### config.mk
export PLATFORM = sky130hd
export DESIGN_NAME = instr_encoder
export DESIGN_NICKNAME = d
export VERILOG_FILES = /design/src/rtl/instr_encoder.sv
export SDC_FILE = /design/constraint.sdc
export NUM_CORES = 1
export LEC_CHECK = 0
export ABC_CLOCK_PERIOD_IN_PS = 4600
export CAP_MARGIN = 20
export CORE_MARGIN = 3
export CORE_UTILIZATION = 53
export CTS_CLUSTER_DIAMETER = 60
export DETAILED_ROUTE_END_ITERATION = 10
export PLACE_DENSITY = 0.85
export SYNTH_ARGS = -nofsm -noshare
export SYNTH_HDL_FRONTEND = slang
export SYNTH_SLANG_ARGS = --single-unit
export TNS_END_PERCENT = 30
### constraint.sdc
create_clock -name clk_i -period 4.6 [get_ports clk_i]
set_input_delay 0.92 -clock clk_i [delete_from_list [all_inputs] [get_ports clk_i]]
set_output_delay 0.92 -clock clk_i [all_outputs]
set_load 0.1 [all_outputs]
### src/rtl/instr_encoder.sv
// MIPS instruction word builder: encodes symbolic requests and streams
// addressed words to the instruction-memory write port with backpressure.
module instr_encoder #(
    parameter int unsigned              ADDR_W    = 32,
    parameter logic [ADDR_W-1:0]        BASE_ADDR = '0,
    parameter int unsigned              DEPTH     = 256
) (
    input  logic              clk_i,
    input  logic              rst_i,
    input  logic              start_i,
    input  logic              req_valid_i,
    output logic              req_ready_o,
    input  logic [3:0]        op_sel_i,
    input  logic [4:0]        rs_i,
    input  logic [4:0]        rt_i,
    input  logic [4:0]        rd_i,
    input  logic [4:0]        shamt_i,
    input  logic [15:0]       imm_i,
    output logic [31:0]       instr_o,
    output logic [ADDR_W-1:0] addr_o,
    output logic              instr_valid_o,
    input  logic              instr_ready_i,
    output logic [15:0]       count_o,
    output logic              err_o,
    output logic              done_o
);

    localparam int unsigned     CNT_W   = 16;
    localparam logic [CNT_W-1:0] DEPTH_C = CNT_W'(DEPTH);
    localparam logic [CNT_W-1:0] CNT_ONE = CNT_W'(1);
    localparam logic [ADDR_W-1:0] ADDR_STEP = ADDR_W'(4);

    typedef enum logic [1:0] {
        S_IDLE  = 2'd0,
        S_RUN   = 2'd1,
        S_DRAIN = 2'd2,
        S_DONE  = 2'd3
    } state_t;

    state_t            state;
    logic [ADDR_W-1:0] wr_addr;
    logic [31:0]       word;
    logic              legal;
    logic              accept;
    logic              acc_legal;
    logic              acc_illegal;
    logic              handshake;

    // Encoder: unused fields are forced to zero so they never leak into the word.
    always_comb begin
        word  = '0;
        legal = 1'b1;
        case (op_sel_i)
            4'd0:    word = {6'h00, rs_i, rt_i, rd_i, 5'd0, 6'h21};
            4'd1:    word = {6'h00, rs_i, rt_i, rd_i, 5'd0, 6'h23};
            4'd2:    word = {6'h00, rs_i, rt_i, rd_i, 5'd0, 6'h24};
            4'd3:    word = {6'h00, rs_i, rt_i, rd_i, 5'd0, 6'h25};
            4'd4:    word = {6'h00, rs_i, rt_i, rd_i, 5'd0, 6'h2A};
            4'd5:    word = {6'h00, 5'd0, rt_i, rd_i, shamt_i, 6'h03};
            4'd6:    word = {6'h00, rs_i, rt_i, rd_i, 5'd0, 6'h07};
            4'd7:    word = {6'h08, rs_i, rt_i, imm_i};
            4'd8:    word = {6'h0B, rs_i, rt_i, imm_i};
            4'd9:    word = {6'h0F, 5'd0, rt_i, imm_i};
            4'd10:   word = {6'h0D, rs_i, rt_i, imm_i};
            4'd11:   word = {6'h04, rs_i, rt_i, imm_i};
            4'd12:   word = {6'h05, rs_i, rt_i, imm_i};
            default: legal = 1'b0;
        endcase
    end

    // Request side is open only in RUN, with room in the output slot and in the run budget.
    always_comb begin
        req_ready_o = (state == S_RUN) && (!instr_valid_o || instr_ready_i) &&
                      (count_o < DEPTH_C);
        accept      = req_valid_i && req_ready_o;
        acc_legal   = accept && legal;
        acc_illegal = accept && !legal;
        handshake   = instr_valid_o && instr_ready_i;
    end

    always_ff @(posedge clk_i or negedge rst_i) begin
        if (!rst_i) begin
            state         <= S_IDLE;
            wr_addr       <= BASE_ADDR;
            instr_o       <= '0;
            addr_o        <= BASE_ADDR;
            instr_valid_o <= 1'b0;
            count_o       <= '0;
            err_o         <= 1'b0;
            done_o        <= 1'b0;
        end else begin
            // A same-cycle legal accept refills the slot, keeping one word per cycle.
            if (acc_legal) begin
                instr_o       <= word;
                addr_o        <= wr_addr;
                instr_valid_o <= 1'b1;
                wr_addr       <= wr_addr + ADDR_STEP;
                count_o       <= count_o + CNT_ONE;
            end else if (handshake) begin
                instr_valid_o <= 1'b0;
            end

            if (acc_illegal) begin
                err_o <= 1'b1;
            end

            case (state)
                S_IDLE, S_DONE: begin
                    if (start_i) begin
                        state   <= S_RUN;
                        wr_addr <= BASE_ADDR;
                        count_o <= '0;
                        err_o   <= 1'b0;
                        done_o  <= 1'b0;
                    end
                end
                S_RUN: begin
                    if (acc_legal && (count_o + CNT_ONE == DEPTH_C)) begin
                        state <= S_DRAIN;
                    end
                end
                S_DRAIN: begin
                    if (!instr_valid_o || handshake) begin
                        state  <= S_DONE;
                        done_o <= 1'b1;
                    end
                end
                default: state <= S_IDLE;
            endcase
        end
    end

endmodule

==> metrics.txt, run 1 <==
status=complete, no violations; via count=~4600; Max clock buf depth=2; final-stage net count=735; height of the die=106 um; Routed Antenna Nets=0; HP Class=reg2reg; synth-to-layout area growth=29.1%; final wirelength=13000 um; Row Count=35; pin count of the biggest net entering global routing=72; drt wl/cell=around 16 um; crit-path max FO=17; Hold Buf Count CTS=0; Core Util, Final=a little under three quarters; post-synthesis sequential area ratio=between 50% and 60%; Post-synth EDFFs=0; sw frac=53.1%; vias in the first global route=4457; # diodes=0; Worst-Skew Late Latency=370 ps; power per cell area=590 nW/um2; Critical Path Source Type=primary input; full die area=11100 um2; slowest CP cell=or4_1; Largest delay share family, worst path=simple AND/OR/NAND/NOR gates; proportion of power drawn by flip-flops and latches=between 30% and 40%; final setup vio count=0; first-pass GRT wire length=around 22000 um; grt ovf=0; most common cell after layout, fill and taps aside=nand2_1; peak supply drop=roughly 0.43 mV; Synth cell types=53; # DRC=0; Finished Layout Cells=approximately 820; Worst Path Arrival=around 3600 ps; clk_skew=between 10 and 15 ps; Port Buffers=roughly 120; CTS tree=yes; initial drt markers=289; CTS Buf Count=9; Final TNS setup=0 ps; RSZ-0062 raised after global routing=no; max-cap viol count=0; CP bufs+invs=1; Synth Instances=roughly 570; Combinational Power Share=roughly 54%; Root Buffer=clkbuf_8; Slew HR=32.3%; required time worst endpoint=slightly below 5000 ps; H-tree Lvls=3; layout cell share with drive strength beyond 1=between 5 and 6%; Placer Congestion=between 0.8 and 0.9; I/O pins=around 130; Psw=between 2 and 2.5 mW; Starting Density=55.7%; Initial DRT Pass Iterations=5; Static Leakage=roughly 3 nW; Post-synth ARST share=100%; Most used DFF post-synth=dfrtp_1; Final Hold Vio Count=0; P_int=roughly 1.9 mW; slowest cell delay on critical path=roughly 620 ps; post-CTS resize count=0; most frequent cells in the layout=135 x nand2_1, 122 x clkdlybuf4s50_1, 111 x dfrtp_1; count of final max-slew check failures=0; initial antenna violation count=0; syn_area_per_cell=roughly 9.2 um2; dpl hpwl=around 9300 um; Achievable Freq=around 300 MHz; Core Region=~9400 um2; Mapped Area=around 5200 um2; clock group share of total power=14.9%; Die Span X=between 100 and 150 um; fin crit period=~3300 ps; Vias/cell=between 5 and 6; worst path cell trace=clkdlybuf4s50_1 -> or4b_2 -> nor3_1 -> nand3_1 -> or4_1 -> a21oi_1; Yosys reg bits=~110; Worst-path clk slew=about 110 ps; warnings from Yosys=0; GRT Resource Usage Total=a little under a quarter; clk sinks=111; DP Cell Count=803; Crit Path Category=in2reg; final worst-path cycle share=72.4%; endpoint class of the critical path=register; Least-Margin Pin Slew=between 1000 and 1500 ps; setup bufs post-CTS=0
[state kept, by name, indices dropped and copies added, names as in the netlist]
name / count
wr_addr: 30
state: 2
instr_valid_o: 1
instr_o: 30
err_o: 1
addr_o: 30
done_o: 1
count_o: 16
[final timing paths]
kind	endpoint	slack, ps	cells past startpoint	startpoint
max in group asynchronous	instr_o[1]$_DFFE_PN0N_	3080	2	rst_i
worst min-delay path	addr_o[23]$_DFFE_PN0N_	480	2	addr_o[23]$_DFFE_PN0N_
worst max register to register	wr_addr[11]$_DFF_PN0_	1860	6	count_o[12]$_DFF_PN0_
worst max-delay path	wr_addr[16]$_DFF_PN0_	1270	6	req_valid_i
worst min register to register	addr_o[23]$_DFFE_PN0N_	480	2	addr_o[23]$_DFFE_PN0N_
min in group asynchronous	addr_o[11]$_DFFE_PN0N_	670	1	rst_i
[cell families (layout without fill, tap and decap cells)]
logic type	Yosys count	after routing	synth area share, %
muxes	8	8	1.57
AOI/OAI and AO/OA	125	125	14.2
other	1	4	0.0715
buffers and inverters	48	164	4.05
adders and majority gates	5	5	1.19
DFF	111	111	52.9
and+or+nand+nor	262	262	24.1
xor gates and xnor gates	11	11	1.84
[final cells by class]
cell class / instances / area (um2)
fillers: 712 / 2640
clock inverters: 7 / 80.1
multi-input cells: 415 / 2280
well taps: 129 / 161
clock buffers: 9 / 124
inverters: 16 / 60.1
repair buffers: 132 / 1300
flip-flops and latches: 111 / 2780
[cells in the mapped netlist (all sizes together), types with 7 or more instances]
cell type	count	area, um2
nand2	135	507
dfrtp	111	2780
o21ai	41	205
a21oi	37	185
nor2	29	109
clkbuf	25	93.8
nand3	18	90.1
inv	16	60.1
nand4	14	87.6
o31ai	13	97.6
and3	11	70.1
or4	11	90.1
a22oi	10	75.1
or3	9	57.6
a31oi	7	43.8
and2	7	43.8
nor4	7	58.8
[power groups by stage]
stage / sequential, mW / clock (mW) / combinational [mW]
floorplan: 2.39 / 0 / 0.483
global placement: 1.27 / 0 / 2.11
detailed placement: 1.28 / 0 / 2.15
CTS: 1.26 / 0.610 / 2.15
global route: 1.28 / 0.648 / 2.24
finish: 1.26 / 0.596 / 2.14
[through the flow]
step	hold WS [ps]	setup WS (ps)	cell area, um2	power, mW
after CTS	479	1310	6780	4.02
after global placement	448	1010	6570	3.38
final	476	1270	6780	4.00
after detailed placement	455	921	6570	3.42
after floorplan	459	340	5270	2.88
after global routing	493	1080	6780	4.17
[worst min-delay path, stage by stage (launching register included)]
cell and delay, ps:
dfrtp_1 360, nand2_1 50, nand2_1 50
[per-layer routing]
layer | global-route usage (%) | up-vias | wire (um)
met2 | 40.7 | 151 | 6570
met5 | 0 | - | 0
li1 | - | 2221 | -
met1 | 30.8 | 2248 | 5530
met3 | 4.04 | 16 | 779
met4 | 6.20 | 0 | 157
Power figures use the tool's default switching activity.
==> inputs of run 2 (changes only) <==
--- a/config.mk
+++ b/config.mk
@@ -5,13 +5,13 @@
 export SDC_FILE = /design/constraint.sdc
 export NUM_CORES = 1
 export LEC_CHECK = 0
-export ABC_CLOCK_PERIOD_IN_PS = 4600
+export ABC_CLOCK_PERIOD_IN_PS = 3500
 export CAP_MARGIN = 20
 export CORE_MARGIN = 3
-export CORE_UTILIZATION = 53
+export CORE_UTILIZATION = 50
 export CTS_CLUSTER_DIAMETER = 60
 export DETAILED_ROUTE_END_ITERATION = 10
-export PLACE_DENSITY = 0.85
+export PLACE_DENSITY = 0.81
 export SYNTH_ARGS = -nofsm -noshare
 export SYNTH_HDL_FRONTEND = slang
 export SYNTH_SLANG_ARGS = --single-unit
==> constraint.sdc (replaced) <==
create_clock -name clk_i -period 3.5 [get_ports clk_i]
set_input_delay 0.7 -clock clk_i [delete_from_list [all_inputs] [get_ports clk_i]]
set_output_delay 0.7 -clock clk_i [all_outputs]
set_load 0.1 [all_outputs]
==> run 2 against run 1 <==
Compared with the run above: sequential power rose by 31%; via count rose by 0.32%; combinational power up 33%.
==> metrics.txt, run 2 (synthesized netlist as in run 1, its figures left out) <==
peak supply drop=0.673 mV; Vias/cell=5.60; initial antenna violation count=0; crit-path max FO=9; layout cell share with drive strength beyond 1=under 10%; post-CTS resize count=0; vias in the first global route=~4500; Critical Path Source Type=primary input; grt ovf=0; slowest CP cell=or4b_2; Root Buffer=clkbuf_8; Placed Instance Area=6630 um2; height of the die=108 um; required time worst endpoint=3810 ps; pin count of the biggest net entering global routing=78; # diodes=0; Fillers=800; Worst Path Arrival=approximately 3100 ps; final-stage net count=about 740; final wirelength=approximately 13000 um; HP Class=reg2reg; Placer Congestion=0.834; Least-Margin Pin Slew=about 1000 ps; CTS Buf Count=9; Worst-path clk slew=100 ps; slowest cell delay on critical path=approximately 600 ps; GRT Resource Usage Total=between 20% and 30%; Row Count=36; Core Region=about 10000 um2; final std cell area, no fill=between 6000 and 7000 um2; Routed Antenna Nets=0; most frequent cells in the layout=135 x nand2_1, 111 x dfrtp_1, 106 x clkdlybuf4s50_1; Hold Buf Count CTS=0; R2R Setup Slk=~830 ps; first-pass GRT wire length=approximately 21000 um; Final TNS setup=0 ps; worst path cell trace=clkdlybuf4s50_1 -> or4b_2 -> nor3_1 -> nand3_1 -> buf_4 -> or3_1 -> a21oi_1; Regs by FF count=addr_o x30, instr_o x30, wr_addr x30; Die Span X=between 100 and 150 um; Crit Path Category=in2reg; Initial DRT Pass Iterations=5; count of final max-slew check failures=0; Worst-Skew Late Latency=between 300 and 400 ps; setup bufs post-CTS=0; Starting Density=52.5%; Slew HR=between 30 and 40%; Port Buffers=124; endpoint class of the critical path=register; H-tree Lvls=3; fin crit period=2830 ps; most common cell after layout, fill and taps aside=nand2_1; CTS tree=yes; via count=4651; dpl hpwl=about 9300 um; # DRC=0; status=complete, no violations; max-cap viol count=0; initial drt markers=approximately 350; clk sinks=111; full die area=~12000 um2; Static Leakage=between 3 and 4 nW; final setup vio count=0; clk_skew=about 13 ps; synth-to-layout area growth=30.3%; I/O pins=approximately 130; Achievable Freq=353 MHz; Max clock buf depth=2; power per cell area=780 nW/um2; Final Hold Vio Count=0; final worst-path cycle share=approximately four fifths; drt wl/cell=roughly 16 um; RSZ-0062 raised after global routing=no
==> run 2: worst paths after layout <==
check,start,to,cells after the start
worst min-delay path,instr_o[19]$_DFFE_PN0N_,instr_o[19]$_DFFE_PN0N_,2
worst max-delay path,req_valid_i,wr_addr[9]$_DFF_PN0_,7
worst max register to register,count_o[12]$_DFF_PN0_,wr_addr[15]$_DFF_PN0_,5
min in group asynchronous,rst_i,addr_o[17]$_DFFE_PN0N_,1
worst min register to register,instr_o[19]$_DFFE_PN0N_,instr_o[19]$_DFFE_PN0N_,2
max in group asynchronous,rst_i,instr_o[29]$_DFFE_PN0N_,2
==> run 2: worst max-delay path: cells and delay by family <==
kind,cells,cell delay [ps]
simple gates,4,1490
buf+inv,2,790
compound gates,1,150
==> run 2: power by group <==
group / total [mW] / switching (mW) / internal [mW] / leakage, nW
Combinational: 2.84 / 2.21 / 0.638 / 1.47
Clock: 0.836 / 0.416 / 0.420 / 0.103
Sequential: 1.65 / 0.145 / 1.51 / 1.50
==> run 2: area by class of cell <==
class / count / area, um2 / share of cell area [%]
Sequential cell: 111 / 2780 / 40.6
Clock buffer: 12 / 145 / 2.12
Multi-Input combinational cell: 415 / 2290 / 33.4
Clock inverter: 3 / 67.6 / 0.988
Tap cell: 133 / 166 / 2.43
Inverter: 16 / 60.1 / 0.878
Timing Repair Buffer: 141 / 1340 / 19.5
==> run 2: layer usage <==
layer	part of all wire (%)	vias to the layer above	wire length (um)	track usage (%)
met5	0	-	0	0
li1	-	2239	-	-
met1	44	2253	5700	30.5
met2	49	143	6440	37.2
met3	5.5	16	714	4.12
met4	1.5	0	195	7.66
==> run 2: through the flow <==
stage	util, %	hold WS [ps]	worst slack [ps]	total power, mW	cells
after global placement	66.3	448	357	4.48	816
final	68.4	471	666	5.33	831
after CTS	68.4	478	698	5.36	831
after global routing	68.4	497	448	5.55	831
after floorplan	-	404	153	3.79	574
after detailed placement	66.3	456	316	4.53	816
